File: config.mk
export PLATFORM = sky130hd
export DESIGN_NAME = alu_sched
export DESIGN_NICKNAME = d
export VERILOG_FILES = /design/src/rtl/alu_sched.sv
export SDC_FILE = /design/constraint.sdc
export NUM_CORES = 1
export LEC_CHECK = 0
export ABC_AREA = 1
export CORE_MARGIN = 8
export CORE_UTILIZATION = 50
export CTS_CLUSTER_DIAMETER = 150
export DETAILED_ROUTE_END_ITERATION = 6
export HOLD_SLACK_MARGIN = 0.05
export PLACE_DENSITY = 0.8
export RECOVER_POWER = 25
export SKIP_LAST_GASP = 1
export SLEW_MARGIN = 20
export SYNTH_ARGS = -nofsm -noshare
export SYNTH_HDL_FRONTEND = slang
export SYNTH_SLANG_ARGS = --single-unit
File: constraint.sdc
create_clock -name clk -period 7.38 [get_ports clk]
set_clock_uncertainty 0.2 [all_clocks]
set_input_delay 1.107 -clock clk [delete_from_list [all_inputs] [get_ports clk]]
set_output_delay 1.107 -clock clk [all_outputs]
set_load 0.01 [all_outputs]
File: src/rtl/alu_sched.sv
// alu_sched: two-requester round-robin scheduler in front of a shared
// ADD/SUB/SLL/PASS datapath. SLL shifts one bit per cycle from a
// down-counter, so the datapath needs no barrel shifter.
module alu_sched #(
  parameter int WIDTH = 32
) (
  input  logic             clk,
  input  logic             reset,
  input  logic             req_valid0,
  input  logic             req_valid1,
  output logic             req_ready0,
  output logic             req_ready1,
  input  logic [1:0]       req_op0,
  input  logic [1:0]       req_op1,
  input  logic [WIDTH-1:0] req_rs1_0,
  input  logic [WIDTH-1:0] req_rs1_1,
  input  logic [WIDTH-1:0] req_rs2_0,
  input  logic [WIDTH-1:0] req_rs2_1,
  output logic             rsp_valid0,
  output logic             rsp_valid1,
  output logic [WIDTH-1:0] rsp_rd,
  output logic             busy
);

  // state   | meaning
  // IDLE    | arbitrating; may accept one request this cycle
  // BUSY    | operation in flight; shifting while count != 0, responding at 0
  localparam logic [0:0] ST_IDLE = 1'b0;
  localparam logic [0:0] ST_BUSY = 1'b1;

  localparam logic [1:0] OP_ADD  = 2'b00;
  localparam logic [1:0] OP_SUB  = 2'b01;
  localparam logic [1:0] OP_SLL  = 2'b10;

  logic [0:0]       state;
  logic             owner;
  logic             last_grant;
  logic [WIDTH-1:0] acc;
  logic [4:0]       count;

  logic             grant;
  logic             accept;
  logic [1:0]       sel_op;
  logic [WIDTH-1:0] sel_rs1;
  logic [WIDTH-1:0] sel_rs2;

  // Round-robin grant; with no contention the lone valid requester wins.
  always_comb begin
    grant = 1'b0;
    if (req_valid0 && req_valid1) begin
      grant = ~last_grant;
    end else begin
      grant = req_valid1;
    end
    req_ready0 = (state == ST_IDLE) && req_valid0 && !grant;
    req_ready1 = (state == ST_IDLE) && req_valid1 && grant;
    accept     = req_ready0 || req_ready1;
    sel_op     = grant ? req_op1   : req_op0;
    sel_rs1    = grant ? req_rs1_1 : req_rs1_0;
    sel_rs2    = grant ? req_rs2_1 : req_rs2_0;
  end

  assign busy = (state == ST_BUSY);

  // Accept, iterate the shift, and issue the one-cycle response pulse.
  always_ff @(posedge clk) begin
    if (!reset) begin
      state      <= ST_IDLE;
      owner      <= 1'b0;
      last_grant <= 1'b1;
      acc        <= '0;
      count      <= '0;
      rsp_rd     <= '0;
      rsp_valid0 <= 1'b0;
      rsp_valid1 <= 1'b0;
    end else begin
      rsp_valid0 <= 1'b0;
      rsp_valid1 <= 1'b0;
      case (state)
        ST_IDLE: begin
          if (accept) begin
            owner      <= grant;
            last_grant <= grant;
            state      <= ST_BUSY;
            count      <= 5'd0;
            case (sel_op)
              OP_ADD:  acc <= sel_rs1 + sel_rs2;
              OP_SUB:  acc <= sel_rs1 - sel_rs2;
              OP_SLL: begin
                acc   <= sel_rs1;
                count <= sel_rs2[4:0];
              end
              default: acc <= sel_rs1;
            endcase
          end
        end
        default: begin
          if (count != 5'd0) begin
            acc   <= acc << 1;
            count <= count - 5'd1;
          end else begin
            rsp_rd <= acc;
            if (owner) begin
              rsp_valid1 <= 1'b1;
            end else begin
              rsp_valid0 <= 1'b1;
            end
            state <= ST_IDLE;
          end
        end
      endcase
    end
  end

endmodule

==> results of run 1 <==
[layer usage]
metal	GRT usage, %	part of all wire [%]	vias to the layer above
met5	0	0	-
met4	6.51	1.7	0
met3	5.07	8.3	23
met2	38.9	44	308
met1	33.4	46	3414
li1	-	-	3909
[cells in the mapped netlist, drive strengths merged]
cell       n  area, sq um
fa         1         20.0
nand3     72          380
nor2      92          383
or2       21          131
o21ai    127          651
nor4       3         18.8
a31o       1         8.76
nor3      14         70.1
o221ai     1         8.76
nand4     10         68.8
inv      126          473
xor2      29          254
nand3b     3         22.5
o2111ai    1         8.76
o21bai     1         7.51
ha        34          425
a31oi     12         75.1
buf       15          104
o211a      1         10.0
a21oi    113          566
clkbuf    32          120
xnor2     16          140
mux2i      3         30.0
a221oi     2         17.5
dfxtp     74         1480
and2       2         12.5
a21o       6         45.0
nand2    252          973
o22ai     18          113
o211ai     4         30.0
a22oi      1         7.51
a21boi     2         15.0
[how the worst max path moves through the flow]
stage / startpoint / to / slack (ps)
after floorplan: req_valid0 / acc[31] / 3120
final: req_valid0 / acc[31] / 1220
after global placement: req_valid0 / acc[31] / 930
after global routing: req_valid0 / acc[31] / 630
after detailed placement: req_valid0 / acc[31] / 930
after CTS: req_valid0 / acc[31] / 1230
[metrics by stage]
| stage | area (sq um) | util, % | power, mW |
|---|---|---|---|
| 3_5_place_dp | 8450 | 64.3 | 1.40 |
| 2_1_floorplan | 6670 | - | 1.12 |
| 3_3_place_gp | 8450 | 64.3 | 1.39 |
| 6_report | 8780 | 66.8 | 1.89 |
| 5_1_grt | 8780 | 66.8 | 2.02 |
| 4_1_cts | 8780 | 66.8 | 1.87 |
[kinds of logic after synthesis]
| group | Yosys count | share of synthesized area, % |
|---|---|---|
| simple gates | 469 | 30.9 |
| compound gates | 290 | 23.4 |
| buf+inv | 173 | 10.4 |
| flops | 74 | 22.2 |
| xor+xnor | 45 | 5.91 |
| fa+ha+maj | 35 | 6.68 |
| mux | 3 | 0.450 |
[worst min-delay path, stage by stage (launching register included)]
cell	delay (ps)
dfxtp_1	310
nand2_1	60
a21oi_1	50
[registers in the layout, summed over array words and instances, names as in the netlist]
name / count
acc: 32
rsp_rd: 32
count: 5
busy: 1
last_grant: 1
owner: 1
rsp_valid0: 1
rsp_valid1: 1
[power by group through the flow]
stage          Clock (mW)  Combinational, mW  Sequential, mW
6_report            0.479              0.922           0.485
5_1_grt             0.499               1.03           0.491
4_1_cts             0.480              0.910           0.485
3_5_place_dp            0              0.903           0.492
3_3_place_gp            0              0.898           0.490
2_1_floorplan           0              0.623           0.492
[layout make-up]
cell class / instances / area (sq um) / area share [%]
inverter: 126 / 473 / 5.39
clock inverter: 4 / 73.8 / 0.841
sequential: 74 / 1480 / 16.9
clock buffer: 12 / 256 / 2.92
multi-input combinational: 842 / 4490 / 51.2
timing repair buffer: 180 / 1780 / 20.3
tap: 176 / 220 / 2.51
==> metrics.yaml, run 1 <==
run_status: "finished, final reports clean"
power_frac_seq_pct: 25.7
ctsResizeCount: 0
yosys.cell_types.count: 45
tightest_slew_ps: 973
rsz0062_at_grt: "false"
grt_pass1_vias: 7263
fin_crit_ps: 6160
syn_inst: 1089
crit_path_start_kind: "input port"
avgViaCountPerCell: 5.41
die_area_sq_mm: 0.0173
drt_pass1_iterations: 5
finalSetupTns_ps: 0
ys_seq_elements: 74
htree_levels: 3
n_antenna_cell: 0
wl_mm: 21.8
min_path_type: "reg -> reg"
final_cells: 1414
port_buffers: 172
drtIter0Drc: 794
dp_slack_ps: 931
crit_buf_inv: 5
r2r-start: "last_grant"
finalMaxSlewViolations: 0
maxCapViolations: 0
final_cell_mix: "nand2_1 (243), clkdlybuf4s50_1 (145), inv_1 (121)"
pwr-share-clk_pct: 25.4
clkTransAtPathRegs_ps: 50
die_w_um: 132
cts_sinks: 74
synth_fp_nets: 1260
fmax_ghz: 0.162
worstSkewPairLatency_ps: 340
grt_usage_pct: 24.7
drive_gt1_share_pct: 5.98
core_sq_mm: 0.0131
rows: 42
cp_num_cells: 27
worstSetupPathType: "in -> reg"
gp_congestion: 0.956
hold_slack_ps: 265
crit_path_frequent_cell: "nand2_1"
synth-seq-area-share_pct: 22.2
antenna_found_initial: 0
cp_slowest_cell: "clkdlybuf4s50_1"
layout.nets: 1404
postRouteAntennaNets: 0
grt_max_degree: 43
avgSynthCellArea_sq_um: 6.13
p_leak_nw: 3.90
holdPathEnd: "rsp_rd[15]"
numCtsBuffers: 9
reg2regPathDepth: 26
mappedNetlistArea_sq_mm: 0.00667
initial_core_util_pct: 50.8
grt_overflow_total: 0
drc: 0
cp_max_fo: 36
dp_cells: 1398
whs_path_depth: 2
cts_tree: "built"
ys_warn_count: 0
min-delay-start: "rsp_rd[15]"
p_sw_mw: 0.766
vdd_ir_drop_max_uv: 123
required_ps: 7410
grt_pass1_wl_mm: 35.9
cp_top_family: "simple AND/OR/NAND/NOR gates"
slew_headroom_pct: 35.0
critical-path-max-stage-delay_ps: 560
clockBufferDepth: 2
hpwl_mm: 17.4
r2r_slack_ps: 2160
ctsRootBufferMaster: "clkbuf_16"
fill_cells: 1240
final_common_cell: "nand2_1"
cts_hold_buf: 0
setup_viol: 0
r2r_end: "acc[31]"
cts_setup_buffers: 0
post-route-period-util_pct: 83.5
finalHoldViolations: 0
p_int_mw: 1.12
power_density_mw_per_mm2: 215
p_sw_share_pct: 40.6
power_frac_comb_pct: 48.9
wire_per_inst_um: 15.4
io_pins: 173
vias: 7654
layout_setup_ws_ps: 1220
end_kind: "flop"
die_y_um: 132
syn2layout_area_growth_pct: 31.6
arrival_ps: 6190
No activity file was read; power rests on OpenSTA's default activity.
==> run 2: changes to the inputs <==
==> constraint.sdc (replaced) <==
create_clock -name clk -period 6.35 [get_ports clk]
set_clock_uncertainty 0.2 [all_clocks]
set_input_delay 0.9525 -clock clk [delete_from_list [all_inputs] [get_ports clk]]
set_output_delay 0.9525 -clock clk [all_outputs]
set_load 0.01 [all_outputs]
==> run 2 against run 1 <==
Effect of this change:
- the flow now finishes with violations (DRC)
- clock-buffer cell count is the same
- total power grew 16%
- global-route usage shrank 0.75 points
- sequential share of layout area is essentially flat
- clock power grew 16%
- critical path depth is the same
- wire length shrank 2.2%
- non-clock buffer count grew 2
- sequential power grew 16%
- setup slack lost 250 ps
- core utilization grew 0.11 points
- critical endpoint unchanged
- largest cell class unchanged
==> metrics.yaml, run 2 (synthesis gave the netlist of run 1 again) <==
r2r-start: "last_grant"
wl_mm: 21.3
fin_crit_ps: 5390
power_density_mw_per_mm2: 248
whs_path_depth: 2
worstSkewPairLatency_ps: 330
initial_core_util_pct: 50.8
met1_usage_pct: 31.6
slew_headroom_pct: 36.5
antenna_found_initial: 0
fmax_ghz: 0.186
avgViaCountPerCell: 5.39
core_sq_mm: 0.0131
final_cell_mix: "nand2_1 (243), clkdlybuf4s50_1 (145), inv_1 (122)"
r2r_slack_ps: 1760
die_y_um: 132
hpwl_mm: 17.2
p_leak_nw: 3.91
gp_congestion: 0.970
cp_slowest_cell: "clkdlybuf4s50_1"
rows: 42
grt_usage_pct: 23.9
post-route-period-util_pct: 84.8
wire_per_inst_um: 15.1
r2r_end: "acc[31]"
end_kind: "flop"
clkTransAtPathRegs_ps: 60
crit_path_start_kind: "input port"
cts_setup_buffers: 0
dp_cells: 1400
grt_use_met3_pct: 6.71
crit_start: "req_valid0"
final_cells: 1416
cts_sinks: 74
maxCapViolations: 0
io_pins: 173
critical-path-max-stage-delay_ps: 510
tightest_slew_ps: 951
final_core_util_pct: 66.9
drt_pass1_iterations: 7
layout.nets: 1406
ctsRootBufferMaster: "clkbuf_16"
setup_viol: 0
min-delay-start: "rsp_rd[15]"
syn2layout_area_growth_pct: 31.8
rsz0062_at_grt: "false"
clockBufferDepth: 2
hold_slack_ps: 259
holdPathEnd: "rsp_rd[15]"
vias: 7627
die_area_sq_mm: 0.0173
die_w_um: 132
finalHoldViolations: 0
cts_hold_buf: 0
htree_levels: 3
crit_buf_inv: 5
finalSetupTns_ps: 0
place_area_sq_mm: 0.00846
cp_top_family: "simple AND/OR/NAND/NOR gates"
grt_overflow_total: 0
arrival_ps: 5420
grt_pass1_wl_mm: 34.9
crit_path_frequent_cell: "nand2_1"
failed_checks: "DRC"
finalMaxSlewViolations: 0
drive_gt1_share_pct: 6.05
worstSetupPathType: "in -> reg"
final_common_cell: "nand2_1"
design_area_sq_mm: 0.00879
cts_tree: "built"
run_status: "finished with violations"
top_regs: "acc (32), rsp_rd (32), count (5)"
n_antenna_cell: 0
busiest_layer: "met2"
cp_max_fo: 31
min_path_type: "reg -> reg"
fill_cells: 1227
required_ps: 6380
drc: 6
postRouteAntennaNets: 0
gr-usage-met2_pct: 37.0
vdd_ir_drop_max_uv: 137
grt_max_degree: 40
reg2regPathDepth: 26
numCtsBuffers: 9
ctsResizeCount: 0
grt_pass1_vias: 7069
port_buffers: 172
drtIter0Drc: 714
==> run 2: changes by cell type in the layout (fill, tap and decap cells not counted), sizes merged <==
cell / before / now
buf: 8 / 10
==> run 2: tightest hold or removal path, stage by stage, from the launching register on <==
cell	delay [ps]
dfxtp_1	300
nand2_1	60
a21oi_1	50
==> run 2: how the worst max path moves through the flow <==
stage          slack, ps  endpoint  cells past startpoint
6_report             960   acc[31]                     27
2_1_floorplan       2240   acc[31]                     29
5_1_grt              500   acc[31]                     27
3_5_place_dp         680   acc[31]                     27
4_1_cts             1000   acc[31]                     27
3_3_place_gp         780   acc[31]                     26
==> run 2: final cells by class <==
| cell class | count | area (sq um) | share of cell area (%) |
|---|---|---|---|
| Clock buffer | 12 | 256 | 2.92 |
| Clock inverter | 4 | 73.8 | 0.839 |
| Inverter | 126 | 473 | 5.38 |
| Multi-Input combinational cell | 842 | 4490 | 51.1 |
| Sequential cell | 74 | 1480 | 16.8 |
| Tap cell | 176 | 220 | 2.50 |
| Timing Repair Buffer | 182 | 1800 | 20.4 |
==> run 2: stage by stage <==
step	power [mW]	setup slack, ps
after floorplan	1.30	2240
after global placement	1.60	781
after detailed placement	1.62	680
after CTS	2.17	999
after global routing	2.34	501
final	2.18	963
==> run 2: where the power goes <==
part / internal, mW / total, mW / leakage, nW / switching [mW]
Sequential: 0.529 / 0.565 / 0.606 / 0.0363
Combinational: 0.409 / 1.06 / 3.14 / 0.654
Clock: 0.365 / 0.554 / 0.163 / 0.189
==> run 2: layer usage <==
metal / share of wire [%] / routed length (um) / vias to the layer above
li1: - / - / 3910
met1: 45 / 9680 / 3339
met2: 43 / 9150 / 348
met3: 9.7 / 2060 / 30
met4: 2.0 / 419 / 0
met5: 0 / 0 / -
==> run 3: changes to the inputs <==
==> constraint.sdc (replaced) <==
create_clock -name clk -period 5.3 [get_ports clk]
set_clock_uncertainty 0.2 [all_clocks]
set_input_delay 0.795 -clock clk [delete_from_list [all_inputs] [get_ports clk]]
set_output_delay 0.795 -clock clk [all_outputs]
set_load 0.01 [all_outputs]
==> run 3 against run 2 <==
Effect of this change:
- highest routed layer unchanged
- critical path depth decreased by 4
- global-route usage increased by 0.34 points
- flip-flop and latch count unchanged
- core utilization increased by 0.10 points
- wire length increased by 2.5%
- the run now ends clean
- critical endpoint is now acc[25]
- sequential power increased by 19%
- largest cell class unchanged
- setup slack got worse by 550 ps
==> metrics.yaml, run 3 (synthesis gave the netlist of run 1 again) <==
power_density_mw_per_mm2: 293
p_leak_nw: 3.91
grt_usage_pct: 24.2
grt_pass1_wl_mm: 35.2
rows: 42
grt_max_degree: 38
cts_setup_buffers: 0
reg2regPathDepth: 22
crit_path_start_kind: "input port"
maxCapViolations: 0
cts_tree: "built"
place_area_sq_mm: 0.00850
cp_max_fo: 23
syn2layout_area_growth_pct: 32.0
slew_headroom_pct: 40.0
worstSetupPathType: "in -> reg"
worstSkewPairLatency_ps: 330
final_core_util_pct: 67.0
rsz0062_at_grt: "false"
drc: 0
die_area_sq_mm: 0.0173
r2r_end: "acc[25]"
cts_sinks: 74
finalMaxSlewViolations: 0
wl_met1_mm: 9.88
avgViaCountPerCell: 5.48
clkTransAtPathRegs_ps: 60
vdd_ir_drop_max_uv: 188
final_common_cell: "nand2_1"
run_status: "finished, final reports clean"
cts_hold_buf: 0
fin_crit_ps: 4890
antenna_found_initial: 0
port_buffers: 172
postRouteAntennaNets: 0
drt_pass1_iterations: 6
gp_congestion: 0.977
grt_pass1_vias: 7054
arrival_ps: 4900
met3_length_mm: 1.95
whs_path_depth: 1
initial_core_util_pct: 50.8
wl_mm: 21.9
power_mw: 2.58
die_w_um: 132
core_sq_mm: 0.0131
grt_overflow_total: 0
drtIter0Drc: 865
clockBufferDepth: 2
required_ps: 5310
tightest_slew_ps: 896
ctsRootBufferMaster: "clkbuf_16"
design_area_sq_mm: 0.00881
drive_gt1_share_pct: 6.43
layout.nets: 1411
r2r-start: "last_grant"
min_path_type: "reg -> reg"
finalSetupTns_ps: 0
hpwl_mm: 17.9
ctsResizeCount: 0
cp-endpoint: "acc[25]"
post-route-period-util_pct: 92.3
wl_met2_mm: 9.56
wire_per_inst_um: 15.4
io_pins: 173
highest_layer: "met4"
die_y_um: 132
numCtsBuffers: 9
r2r_slack_ps: 1040
end_kind: "flop"
fill_cells: 1229
htree_levels: 3
vias: 7793
top_regs: "acc (32), rsp_rd (32), count (5)"
crit_start: "req_valid0"
fmax_ghz: 0.205
final_cell_mix: "nand2_1 (243), clkdlybuf4s50_1 (145), inv_1 (122)"
n_antenna_cell: 0
finalHoldViolations: 0
setup_viol: 0
-- run 3: worst min path at each step --
| stage | startpoint | to | slack [ps] |
|---|---|---|---|
| finish | owner | rsp_valid0 | 260 |
| floorplan | owner | rsp_valid0 | 210 |
| global route | rsp_rd[13] | rsp_rd[13] | 280 |
| global placement | owner | rsp_valid0 | 240 |
| CTS | owner | rsp_valid0 | 260 |
| detailed placement | owner | rsp_valid0 | 240 |
-- run 3: area by class of cell --
class	count	area [sq um]	area share (%)
multi-input combinational	842	4490	51.0
inverter	126	473	5.37
sequential	74	1480	16.8
clock inverter	5	63.8	0.724
timing repair buffer	187	1830	20.8
clock buffer	11	243	2.76
tap	176	220	2.50
-- run 3: per-layer routing --
| layer | track usage [%] | up-vias |
|---|---|---|
| met5 | 0 | - |
| met4 | 7.40 | 0 |
| met3 | 5.45 | 35 |
| met2 | 38.4 | 367 |
| met1 | 32.1 | 3473 |
| li1 | - | 3918 |
-- run 3: critical path, cell delays in order --
cell             delay [ps]
clkdlybuf4s50_1         570
nand2_2                 150
nand2_4                 230
nand2_1                 110
o21ai_2                 100
ha_1                    170
inv_1                    70
nor2_4                  140
nand4_2                 150
nor2_4                  150
nand3_1                 120
o21ai_2                 170
xor2_1                  250
ha_1                    250
nand2_1                 150
nor2_1                  160
inv_1                    90
nor2_1                  180
inv_1                    60
o211ai_1                370
nor2_1                   70
o21ai_0                 280
a21oi_1                 110
-- run 3: power by group --
group	internal (mW)	total, mW	switching, mW
logic	0.498	1.29	0.796
registers	0.634	0.674	0.0403
clock network	0.380	0.613	0.234
-- run 3: per-stage QoR --
stage | hold slack [ps] | setup slack [ps] | instances
after floorplan | 213 | 1350 | 1089
after global placement | 237 | 221 | 1405
after detailed placement | 240 | 165 | 1405
after CTS | 255 | 511 | 1421
after global routing | 281 | 131 | 1421
final | 256 | 411 | 1421
